===== src/rtl/int_ctrl_pkg.sv =====
// Shared types and constants for the priority interrupt arbiter.
package int_ctrl_pkg;

    localparam int unsigned SPUR_W = 8;

    typedef enum logic [1:0] {
        ST_IDLE = 2'd0,
        ST_PEND = 2'd1,
        ST_SERV = 2'd2,
        ST_CLR  = 2'd3
    } arb_state_e;

    // Source ID width; never narrower than one bit.
    function automatic int unsigned idw_f(input int unsigned n);
        int unsigned w;
        w = $clog2(n);
        return (w < 1) ? 1 : w;
    endfunction

endpackage


===== src/rtl/int_prio_arb_if.sv =====
// Source/CPU-facing signal bundle of the interrupt arbiter.
interface int_prio_arb_if #(
    parameter int unsigned N  = 5,
    parameter int unsigned PW = 3
);
    localparam int unsigned IDW = int_ctrl_pkg::idw_f(N);

    logic [N-1:0]                    int_pend;
    logic [N*PW-1:0]                 int_prio;
    logic [PW-1:0]                   prio_thr;
    logic                            irq_ack;
    logic                            irq_eoi;
    logic                            irq;
    logic [IDW-1:0]                  irq_id;
    logic [PW-1:0]                   irq_prio;
    logic                            busy;
    logic [N-1:0]                    int_clr;
    logic [int_ctrl_pkg::SPUR_W-1:0] spur_cnt;

    modport master (
        output int_pend, int_prio, prio_thr, irq_ack, irq_eoi,
        input  irq, irq_id, irq_prio, busy, int_clr, spur_cnt
    );

    modport slave (
        input  int_pend, int_prio, prio_thr, irq_ack, irq_eoi,
        output irq, irq_id, irq_prio, busy, int_clr, spur_cnt
    );

endinterface


===== src/rtl/int_prio_sel.sv =====
// Combinational winner select: highest eligible priority, lowest index on ties.
module int_prio_sel #(
    parameter  int unsigned N   = 5,
    parameter  int unsigned PW  = 3,
    localparam int unsigned IDW = int_ctrl_pkg::idw_f(N)
) (
    input  logic [N-1:0]    i_pend,
    input  logic [N*PW-1:0] i_prio,
    input  logic [PW-1:0]   i_thr,
    output logic            found,
    output logic [IDW-1:0]  win_id,
    output logic [PW-1:0]   win_prio
);

    // Strict '>' against the running best keeps the lowest index on ties.
    always_comb begin
        found    = 1'b0;
        win_id   = '0;
        win_prio = '0;
        for (int unsigned i = 0; i < N; i++) begin
            if (i_pend[i] && (i_prio[i*PW +: PW] > i_thr) &&
                (!found || (i_prio[i*PW +: PW] > win_prio))) begin
                found    = 1'b1;
                win_id   = IDW'(i);
                win_prio = i_prio[i*PW +: PW];
            end
        end
    end

endmodule


===== src/rtl/int_prio_arb.sv =====
// Priority interrupt arbiter: present winner, track ack/EOI, pulse source clear.
module int_prio_arb
    import int_ctrl_pkg::*;
#(
    parameter int unsigned N  = 5,
    parameter int unsigned PW = 3
) (
    input  logic           sys_clk,
    input  logic           sys_reset,
    int_prio_arb_if.slave  bus
);

    localparam int unsigned IDW = idw_f(N);

    arb_state_e        r_state;
    logic              r_irq;
    logic              r_busy;
    logic [IDW-1:0]    r_irq_id;
    logic [PW-1:0]     r_irq_prio;
    logic [N-1:0]      r_int_clr;
    logic [SPUR_W-1:0] r_spur_cnt;

    logic              w_found;
    logic [IDW-1:0]    w_win_id;
    logic [PW-1:0]     w_win_prio;
    logic              w_id_pend;

    int_prio_sel #(
        .N  (N),
        .PW (PW)
    ) u_sel (
        .i_pend   (bus.int_pend),
        .i_prio   (bus.int_prio),
        .i_thr    (bus.prio_thr),
        .found    (w_found),
        .win_id   (w_win_id),
        .win_prio (w_win_prio)
    );

    assign w_id_pend = bus.int_pend[r_irq_id];

    // State and all outputs update together so every output is a flop.
    always_ff @(posedge sys_clk) begin
        if (sys_reset) begin
            r_state    <= ST_IDLE;
            r_irq      <= 1'b0;
            r_busy     <= 1'b0;
            r_irq_id   <= '0;
            r_irq_prio <= '0;
            r_int_clr  <= '0;
            r_spur_cnt <= '0;
        end else begin
            r_int_clr <= '0;
            case (r_state)
                ST_IDLE: begin
                    if (w_found) begin
                        r_irq_id   <= w_win_id;
                        r_irq_prio <= w_win_prio;
                        r_irq      <= 1'b1;
                        r_state    <= ST_PEND;
                    end
                end
                ST_PEND: begin
                    // Ack takes precedence over a same-cycle withdrawal.
                    if (bus.irq_ack) begin
                        r_irq   <= 1'b0;
                        r_busy  <= 1'b1;
                        r_state <= ST_SERV;
                    end else if (!w_id_pend) begin
                        r_irq   <= 1'b0;
                        r_state <= ST_IDLE;
                        if (r_spur_cnt != '1) begin
                            r_spur_cnt <= r_spur_cnt + SPUR_W'(1);
                        end
                    end
                end
                ST_SERV: begin
                    if (bus.irq_eoi) begin
                        r_int_clr <= N'(1) << r_irq_id;
                        r_state   <= ST_CLR;
                    end
                end
                ST_CLR: begin
                    r_busy  <= 1'b0;
                    r_state <= ST_IDLE;
                end
            endcase
        end
    end

    assign bus.irq      = r_irq;
    assign bus.busy     = r_busy;
    assign bus.irq_id   = r_irq_id;
    assign bus.irq_prio = r_irq_prio;
    assign bus.int_clr  = r_int_clr;
    assign bus.spur_cnt = r_spur_cnt;

endmodule


===== src/flat_wrapper.sv =====
// flat-port wrapper written by rule: the top's interface ports become plain ports
module int_prio_arb_flat import int_ctrl_pkg::*;
#(
    parameter int unsigned N  = 5,
    parameter int unsigned PW = 3
)
  (sys_clk, sys_reset, bus_int_pend, bus_int_prio, bus_prio_thr, bus_irq_ack, bus_irq_eoi, bus_irq, bus_irq_id, bus_irq_prio, bus_busy, bus_int_clr, bus_spur_cnt);
  int_prio_arb_if #(.N(N), .PW(PW)) bus_i ();
  input  logic sys_clk;
  input  logic sys_reset;
  input wire logic [$bits(bus_i.int_pend)-1:0] bus_int_pend;
  input wire logic [$bits(bus_i.int_prio)-1:0] bus_int_prio;
  input wire logic [$bits(bus_i.prio_thr)-1:0] bus_prio_thr;
  input wire logic [$bits(bus_i.irq_ack)-1:0] bus_irq_ack;
  input wire logic [$bits(bus_i.irq_eoi)-1:0] bus_irq_eoi;
  output wire logic [$bits(bus_i.irq)-1:0] bus_irq;
  output wire logic [$bits(bus_i.irq_id)-1:0] bus_irq_id;
  output wire logic [$bits(bus_i.irq_prio)-1:0] bus_irq_prio;
  output wire logic [$bits(bus_i.busy)-1:0] bus_busy;
  output wire logic [$bits(bus_i.int_clr)-1:0] bus_int_clr;
  output wire logic [$bits(bus_i.spur_cnt)-1:0] bus_spur_cnt;
  assign bus_i.int_pend = bus_int_pend;
  assign bus_i.int_prio = bus_int_prio;
  assign bus_i.prio_thr = bus_prio_thr;
  assign bus_i.irq_ack = bus_irq_ack;
  assign bus_i.irq_eoi = bus_irq_eoi;
  assign bus_irq = bus_i.irq;
  assign bus_irq_id = bus_i.irq_id;
  assign bus_irq_prio = bus_i.irq_prio;
  assign bus_busy = bus_i.busy;
  assign bus_int_clr = bus_i.int_clr;
  assign bus_spur_cnt = bus_i.spur_cnt;
  int_prio_arb #(.N(N), .PW(PW)) u_core (.sys_clk(sys_clk), .sys_reset(sys_reset), .bus(bus_i));
endmodule

===== config.mk =====
export PLATFORM = sky130hd
export DESIGN_NAME = int_prio_arb_flat
export DESIGN_NICKNAME = d
export VERILOG_FILES = /design/src/rtl/int_ctrl_pkg.sv /design/src/rtl/int_prio_arb_if.sv /design/src/rtl/int_prio_sel.sv /design/src/rtl/int_prio_arb.sv /design/src/flat_wrapper.sv
export SDC_FILE = /design/constraint.sdc
export NUM_CORES = 1
export LEC_CHECK = 0
export ABC_AREA = 1
export CAP_MARGIN = 25
export CORE_MARGIN = 2
export CORE_UTILIZATION = 53
export DETAILED_ROUTE_END_ITERATION = 16
export PLACE_DENSITY = 0.85
export SYNTH_ARGS = -nofsm -noshare
export SYNTH_HDL_FRONTEND = slang
export SYNTH_SLANG_ARGS = --single-unit

===== constraint.sdc =====
create_clock -name sys_clk -period 13.9 [get_ports sys_clk]
set_input_delay 2.78 -clock sys_clk [delete_from_list [all_inputs] [get_ports sys_clk]]
set_output_delay 2.78 -clock sys_clk [all_outputs]
set_load 0.005 [all_outputs]

# Yosys cells after proc, flatten, opt, wreduce, memory -nomap -nowiden
# Index checks and enable logic that the tools add are counted.
# word_totals
wordCells	84
reg_bits	23
in_bits	27
output_inout_bits	21
# classes
mux	27
n_reduce_logical	26
bitwise	4
n_shift	1
n_addsub	1
magnitude_cmp	10
n_eq_ne	8
# op_table
operator	n
> comparator 3 bit	9
two-way mux 3 bit	8
two-way mux 1 bit	11
logical AND 1 bit	9
adder 8 x 1 -> 8 bit (second input constant)	1
two-way mux 2 bit	4
!= test 8 bit (second input constant)	1
case mux 2 bit (4 select lines)	1
!= test 2 bit (second input constant)	3
AND reduction 3 bit	2
left shift 1 x 3 -> 5 bit (first input constant)	1
equality test 2 bit (second input constant)	2
zero test 1 bit	4
logical OR 1 bit	4
< comparator 3 x 4 -> 1 bit (second input constant)	1
NOT 1 bit	4
case mux 1 bit (2 select lines)	2
AND reduction 2 bit	2
AND reduction 4 bit	1
nonzero test 2 bit	2
binary-select mux 1 bit (select 3 bit)	1
!= test 3 bit (second input constant)	1
OR reduction 3 bit	1
equality test 2 x 1 -> 1 bit (second input constant)	1
zero test 2 bit	1

# Logic depth before layout (Yosys ltp)
# Gate-level depths: netlist (run 1).
# logic_depth
depth_word	21
ltp_mapped	43
ltp_nobuf	43

# By module
# From an unflattened synthesis (run 1), not the netlist that was laid out.
# unflattened
hier_cells	311
area_unflattened_um2	2058.2
# modules_own_cells
mod	n_inst	area_each_um2	seq_area_each_um2	cells_each
int_prio_arb	1	1083.5	460.4	149
int_prio_sel	1	974.7	0.0	162

# Worst setup path before layout (run 1)
# Ideal clock, no wire load.
# synth_timing
path_type	input port to flip-flop
from	input bus_prio_thr[2]
to	register u_core.r_irq_id[1], in the netlist u_core.bus.irq_id[1]
required_ns	13.772
slack_ns	6.545
cell_stages	41
t_arrival_ns	7.227
setup_time_ns	0.128
n_path_buf	0
cell_sequence	inv_1 -> ha_1 -> nand3_1 -> nand2_1 -> a21oi_1 -> nand2_1 -> ha_1 -> nand3b_1 -> nand2_1 -> nand2_1 -> nand2_1 -> nand2_1 -> nand2_1 -> nand2_1 -> ha_1 -> a21oi_1 -> o21ai_0 -> nand2_1 -> (+5 left out) -> inv_1 -> ha_1 -> a21oi_1 -> o21ai_0 -> nand2_1 -> o21ai_1 -> nand2_1 -> clkinv_1 -> nand2_1 -> nand2_1 -> ha_1 -> nand2_1 -> o21ai_0 -> nand2_1 -> o211ai_1 -> inv_1 -> a22oi_1 -> nor2_1
# synth_via
elab_chain_cells	20
word_cells_on_any_way	39
cone_classes	order compare (9); mux (12); reduce/logical (18)
# synth_lines
item	line_no	text
start: declaration	flat_wrapper.sv:13	input wire logic [$bits(bus_i.prio_thr)-1:0] bus_prio_thr;
> comparator 3 bit	int_prio_sel.sv:21	if (i_pend[i] && (i_prio[i*PW +: PW] > i_thr) &&
logical AND 1 bit	int_prio_sel.sv:21	
two-way mux 3 bit or two-way mux 1 bit (tied branches)	int_prio_sel.sv:21	
> comparator 3 bit or zero test 1 bit (tied branches)	int_prio_sel.sv:22	(!found || (i_prio[i*PW +: PW] > win_prio))) begin
logical OR 1 bit	int_prio_sel.sv:22	
logical AND 1 bit	int_prio_sel.sv:21	
two-way mux 3 bit or two-way mux 1 bit (tied branches)	int_prio_sel.sv:21	
> comparator 3 bit or zero test 1 bit (tied branches)	int_prio_sel.sv:22	
(+4 left out)	--	
logical OR 1 bit	int_prio_sel.sv:22	
logical AND 1 bit	int_prio_sel.sv:21	
two-way mux 3 bit or two-way mux 1 bit (tied branches)	int_prio_sel.sv:21	
> comparator 3 bit or zero test 1 bit (tied branches)	int_prio_sel.sv:22	
logical OR 1 bit	int_prio_sel.sv:22	
logical AND 1 bit	int_prio_sel.sv:21	
two-way mux 1 bit	int_prio_sel.sv:21	
AND reduction 2 bit (no line)	--	
end signal: assignment	int_prio_arb.sv:57	r_irq_id <= w_win_id;
end: declaration	int_prio_arb.sv:18	logic [IDW-1:0] r_irq_id;
# Parallel ways exist; a longest one is shown, timed or not.
# A chain may end at the register's enable or synchronous reset.

# Worst setup path in the final report (run 1)
# Same ends and word-level chain as after synthesis.

==> flow_summary.json, run 1 <==
{
  "status": "finished clean",
  "timing.setup.critical_path_class": "in2reg",
  "finish.utilization_pct": 72.2,
  "grt_remaining_overflow": 0,
  "p_total_w": 0.000193,
  "synthToLayoutAreaGrowth_pct": 29.0,
  "peakVddDrop_mv": 0.0365,
  "cts_setup_buffers": 0,
  "drc": 0,
  "cp-end-kind": "register",
  "cp_common_cell": "nand2_1",
  "powerDensity_mw_per_mm2": 78.9,
  "start_util_pct": 56.0,
  "fin_worst_skew_ps": 9.22,
  "synthDominantCellAreaShare_pct": 24.3,
  "cts_buffer_depth": 2,
  "wl_met2_mm": 2.15,
  "cts_sinks": 23,
  "startpoint_type": "primary input",
  "grt.total_usage_pct": 23.5,
  "dpl.hpwl_mm": 3.67,
  "cts_buffers": 3,
  "n_antenna_cell": 0,
  "final.setup.worst_slack_ps": 5680,
  "yosysWarnings": 0,
  "path_clk_slew_ps": 120,
  "routed_via_density": 5.10,
  "max_freq_ghz": 0.122,
  "cts_root_buf": "clkbuf_4",
  "syn_area_sq_mm": 0.00190,
  "maxCapViolCount": 0,
  "timing_hold_violations_final": 0,
  "worst_slew_pin_slew_ps": 508,
  "num_io_pins": 48,
  "drt_iter0_markers": 70,
  "tns_ps": 0,
  "cp.arrival_ps": 8400,
  "relSlewSlack_pct": 66.1,
  "path_max_fanout": 6,
  "wire_per_inst_microns": 11.3,
  "wl_met3_microns": 151,
  "dieArea_sq_mm": 0.00408,
  "min_period_over_period_pct": 59.1,
  "wl_met1_mm": 2.01,
  "place_ws_ps": 5410,
  "hold_path_depth": 2,
  "setup_violations": 0,
  "tritoncts": "done",
  "slowest_delay_ps": 450,
  "critPathBufInv": 6,
  "io_buffer_count": 47,
  "first_pass_iters": 4,
  "via_count": 1963,
  "min_path_type": "reg2reg",
  "drt-total-wl_mm": 4.36,
  "synth-seq-cells": 23,
  "placedCellCount": 381,
  "cp_top_family": "simple AND/OR/NAND/NOR gates",
  "slew_violations": 0,
  "hold_buffers": 0,
  "grt_pass1_vias": 1906,
  "synth_nets": 344,
  "grt_max_degree": 15,
  "die_w_microns": 63.8,
  "cpMaxStageDelayCell": "clkdlybuf4s50_1",
  "avgSynthCellArea_sq_um": 6.57,
  "top_layer": "met4",
  "required_ps": 14080,
  "ys_seq_area_share_pct": 24.3,
  "hold_end": "u_core.bus.spur_cnt[4]",
  "antenna_found_initial": 0,
  "hp-start": "u_core.bus.spur_cnt[4]",
  "worstRegToRegCells": 10,
  "grt_setup_unrepaired": "no",
  "fin_nets": 395,
  "drive_gt1_share_pct": 4.13,
  "rrSetupSlack_ps": 12310,
  "ys_top_cells_by_area": "dfxtp_1 (24%), ha_1 (18%), nand2_1 (14%)",
  "fp.coreArea_sq_mm": 0.00339,
  "yosys.area.top_type": "dfxtp_1",
  "place.gp.congestion": 0.847,
  "insertion_delay_ps": 310,
  "rows": 21,
  "p_leak_nw": 1.17,
  "synth_cell_types": 28,
  "r2r_end": "u_core.bus.spur_cnt[4]",
  "detail-route-antenna-nets": 0,
  "h-tree-depth": 1,
  "synthCells": 289,
  "die_y_microns": 63.8,
  "fin_cells": 385,
  "cts_resized": 0,
  "fin_crit_ps": 8220,
  "rr_startpoint": "u_core.bus.irq_id[0]",
  "grt_pass1_wl_mm": 7.87
}
==> report_power, final <==
part	internal (W)	total [W]	switching, W	leakage [nW]
combinational	0.0000388	0.0000875	0.0000487	0.967
clock	0.0000112	0.0000299	0.0000187	0.0150
sequential	0.0000711	0.0000757	0.00000460	0.187
==> registers in the layout, summed over array words and instances, names as in the netlist, named ones only <==
signal,flops
u_core.bus.busy,1
u_core.bus.irq_id,3
u_core.bus.irq,1
u_core.bus.spur_cnt,8
u_core.bus.int_clr,5
u_core.bus.irq_prio,3
u_core.r_state,1
==> metal layers <==
| metal | GRT usage (%) | up-vias |
|---|---|---|
| li1 | - | 1052 |
| met1 | 29.4 | 858 |
| met2 | 42.4 | 49 |
| met3 | 2.11 | 4 |
| met4 | 6.52 | 0 |
| met5 | 0 | - |
==> cell usage after synthesis <==
cell	instances
clkbuf_1	1
a21oi_2	1
a22oi_1	1
nor2_1	15
nand2_1	69
nor3b_1	2
nor3_1	7
nor2_4	1
nor3_4	1
nand2_4	1
nand3_1	31
o21ai_1	4
nand2_2	2
ha_1	28
o21ai_0	10
inv_1	48
inv_2	2
nand4_1	7
clkinv_1	2
and2_1	3
and2_4	1
o21a_1	1
nor2_2	2
a21oi_1	23
dfxtp_1	23
nand3b_1	1
o211ai_1	1
xor2_1	1
==> how the worst max path moves through the flow <==
stage               depth (start not counted)                   end            start
floorplan                                  41  u_core.bus.irq_id[1]  bus_prio_thr[2]
global placement                           42  u_core.bus.irq_id[1]  bus_prio_thr[2]
detailed placement                         42  u_core.bus.irq_id[1]  bus_prio_thr[2]
CTS                                        42  u_core.bus.irq_id[1]  bus_prio_thr[2]
global route                               42  u_core.bus.irq_id[1]  bus_prio_thr[2]
finish                                     42  u_core.bus.irq_id[1]  bus_prio_thr[2]
==> metrics by stage <==
| stage | instance area [sq um] | hold WS [ps] |
|---|---|---|
| final | 2450 | 479 |
| after global routing | 2450 | 502 |
| after CTS | 2450 | 481 |
| after detailed placement | 2420 | 461 |
| after global placement | 2420 | 457 |
| after floorplan | 1900 | 459 |
==> tightest hold or removal path, cell delays in order (launching register included) <==
cell and delay [ps]:
dfxtp_1 340, inv_1 60, a21oi_2 40
==> placed cells by master, fill, tap and decap left out, types with 2 or more instances in the layout <==
cell type / instances
clkdlybuf4s50_1: 47
nor2_1: 15
and2_1: 3
clkinv_1: 2
o21ai_0: 10
a21oi_1: 23
nor3_1: 7
nand4_1: 7
inv_1: 48
dfxtp_1: 23
inv_2: 2
nor3b_1: 2
clkbuf_4: 3
o21ai_1: 4
nand2_2: 2
nand2_1: 69
nand3_1: 31
ha_1: 28
nor2_2: 2
==> cell type report <==
class / count / area, sq um
flip-flops and latches: 23 / 460
repair buffers: 47 / 470
fillers: 272 / 941
clock buffers: 4 / 26.3
multi-input cells: 213 / 1240
inverters: 52 / 195
well taps: 46 / 57.6
==> logic make-up after synthesis <==
group,count (synthesis),synth area share [%]
compound gates,41,11.4
xor+xnor,1,0.462
fa+ha+maj,28,18.5
buf+inv,53,10.5
flops,23,24.3
simple gates,143,34.9
Power figures use the tool's default switching activity.
==> inputs of run 2 (changes only) <==
--- a/config.mk
+++ b/config.mk
@@ -8,9 +8,9 @@
 export ABC_AREA = 1
 export CAP_MARGIN = 25
 export CORE_MARGIN = 2
-export CORE_UTILIZATION = 53
+export CORE_UTILIZATION = 45
 export DETAILED_ROUTE_END_ITERATION = 16
-export PLACE_DENSITY = 0.85
+export PLACE_DENSITY = 0.77
 export SYNTH_ARGS = -nofsm -noshare
 export SYNTH_HDL_FRONTEND = slang
 export SYNTH_SLANG_ARGS = --single-unit
==> constraint.sdc (replaced) <==
create_clock -name sys_clk -period 7.45 [get_ports sys_clk]
set_input_delay 1.49 -clock sys_clk [delete_from_list [all_inputs] [get_ports sys_clk]]
set_output_delay 1.49 -clock sys_clk [all_outputs]
set_load 0.005 [all_outputs]
==> flow_summary.json, run 2 (synthesis results as in run 1) <==
{
  "hold_buffers": 0,
  "powerDensity_mw_per_mm2": 154,
  "setup_violations": 0,
  "mostFrequentLayoutCells": "nand2_1 (68), inv_1 (48), clkdlybuf4s50_1 (47)",
  "placedCellCount": 385,
  "fin_worst_skew_ps": 9.01,
  "cts_buffer_depth": 2,
  "die_w_microns": 68.9,
  "grt.total_usage_pct": 19.5,
  "fin_cells": 389,
  "worst_slew_pin_slew_ps": 554,
  "path_clk_slew_ps": 90,
  "place.gp.congestion": 0.876,
  "h-tree-depth": 1,
  "drt_iter0_markers": 75,
  "cts_sinks": 23,
  "p_comb_share_pct": 42.9,
  "multi_input_area_sq_mm": 0.00124,
  "path_max_fanout": 6,
  "tritoncts": "done",
  "slew_violations": 0,
  "fin_nets": 395,
  "timing_hold_violations_final": 0,
  "r2r_end": "u_core.bus.spur_cnt[4]",
  "hold_end": "u_core.bus.busy",
  "grt_setup_unrepaired": "no",
  "hold_path_depth": 2,
  "finish.utilization_pct": 61.6,
  "drc": 0,
  "cp_common_cell": "nand2_1",
  "p_total_w": 0.000382,
  "cts_buffers": 3,
  "rrSetupSlack_ps": 5880,
  "startpoint_type": "primary input",
  "insertion_delay_ps": 260,
  "wire_per_inst_microns": 11.5,
  "fin_crit_ps": 6810,
  "die_y_microns": 68.9,
  "status": "finished clean",
  "layout_commonest_cell": "nand2_1",
  "slowest_delay_ps": 450,
  "cp.arrival_ps": 6930,
  "antenna_found_initial": 0,
  "hold-worst-slack_ps": 468,
  "seqCellArea_sq_um": 460,
  "grt_pass1_wl_mm": 7.15,
  "num_io_pins": 48,
  "cts_root_buf": "clkbuf_8",
  "worstRegToRegCells": 10,
  "rr_startpoint": "u_core.bus.irq_id[0]",
  "routed_via_density": 5.06,
  "dieArea_sq_mm": 0.00475,
  "via_count": 1970,
  "p_switching_w": 0.000139,
  "cp-end-kind": "register",
  "first_pass_iters": 6,
  "dpl.hpwl_mm": 3.68,
  "min_period_over_period_pct": 91.4,
  "peakVddDrop_mv": 0.0832,
  "start_util_pct": 47.1,
  "drive_gt1_share_pct": 5.01,
  "cpMaxStageDelayCell": "clkdlybuf4s50_1",
  "largest_register_ffs": 8,
  "synthToLayoutAreaGrowth_pct": 30.7,
  "n_antenna_cell": 0,
  "rows": 23,
  "required_ps": 7580,
  "drt-total-wl_mm": 4.47,
  "fp.coreArea_sq_mm": 0.00403,
  "p_int_w": 0.000243,
  "sw_frac_of_total_pct": 36.4,
  "min_path_type": "reg2reg",
  "p_clk_share_pct": 20.0,
  "max_freq_ghz": 0.147,
  "detail-route-antenna-nets": 0,
  "tns_ps": 0,
  "grt_max_degree": 15,
  "fill_cells": 393,
  "p_seq_share_pct": 37.1,
  "grt_pass1_vias": 1735,
  "p_leak_nw": 1.18,
  "grt_remaining_overflow": 0,
  "maxCapViolCount": 0,
  "io_buffer_count": 47,
  "timing.setup.critical_path_class": "in2reg",
  "relSlewSlack_pct": 63.0,
  "hp-start": "u_core.bus.busy"
}
-- run 2: cell count changes in the layout (fill, tap and decap cells not counted), sizes merged --
cell,previous run,this run
clkbuf,4,3
clkinv,2,3
-- run 2: how the worst max path moves through the flow --
stage	from	endpoint	slack, ps
after floorplan	bus_prio_thr[2]	u_core.bus.irq_id[1]	1390
after global placement	bus_prio_thr[1]	u_core.bus.irq_id[1]	490
after detailed placement	bus_prio_thr[2]	u_core.bus.irq_id[1]	320
after CTS	bus_prio_thr[2]	u_core.bus.irq_id[1]	600
after global routing	bus_prio_thr[2]	u_core.bus.irq_id[1]	30
final	bus_prio_thr[2]	u_core.bus.irq_id[1]	640
-- run 2: stage by stage --
step	setup slack, ps	cell area (sq um)
after detailed placement	323	2430
after CTS	598	2470
after floorplan	1390	1900
final	644	2480
after global routing	29.0	2480
after global placement	491	2430
-- run 2: power by group through the flow --
stage	combinational [W]	sequential (W)	clock, W
after floorplan	0.000105	0.000144	0
after global placement	0.000158	0.000144	0
after detailed placement	0.000161	0.000145	0
after CTS	0.000163	0.000142	0.0000792
after global routing	0.000189	0.000143	0.0000833
final	0.000164	0.000142	0.0000765
-- run 2: timing repair --
item / in CTS / in global routing
setup buffers: 0 / 0
gates resized for setup: 0 / 2
endpoints found under the setup margin: 0 / 5
-- run 2: critical path, delay by kind of cell --
family | cells | cell delay [ps]
adders and majority gates | 5 | 1460
AOI/OAI and AO/OA | 10 | 1280
buffers and inverters | 6 | 960
and+or+nand+nor | 21 | 1730
-- run 2: layer usage --
metal	track usage [%]	part of all wire, %	vias to the layer above
met2	34.6	47	46
met3	1.95	4.2	4
met1	25.2	47	870
met5	0	0	-
li1	-	-	1050
met4	4.66	0.96	0
-- run 2: layout make-up --
| class | count | area share [%] |
|---|---|---|
| Multi-Input combinational cell | 213 | 50.2 |
| Timing Repair Buffer | 47 | 19.0 |
| Sequential cell | 23 | 18.6 |
| Inverter | 52 | 7.87 |
| Tap cell | 50 | 2.52 |
| Clock buffer | 3 | 1.66 |
| Clock inverter | 1 | 0.202 |
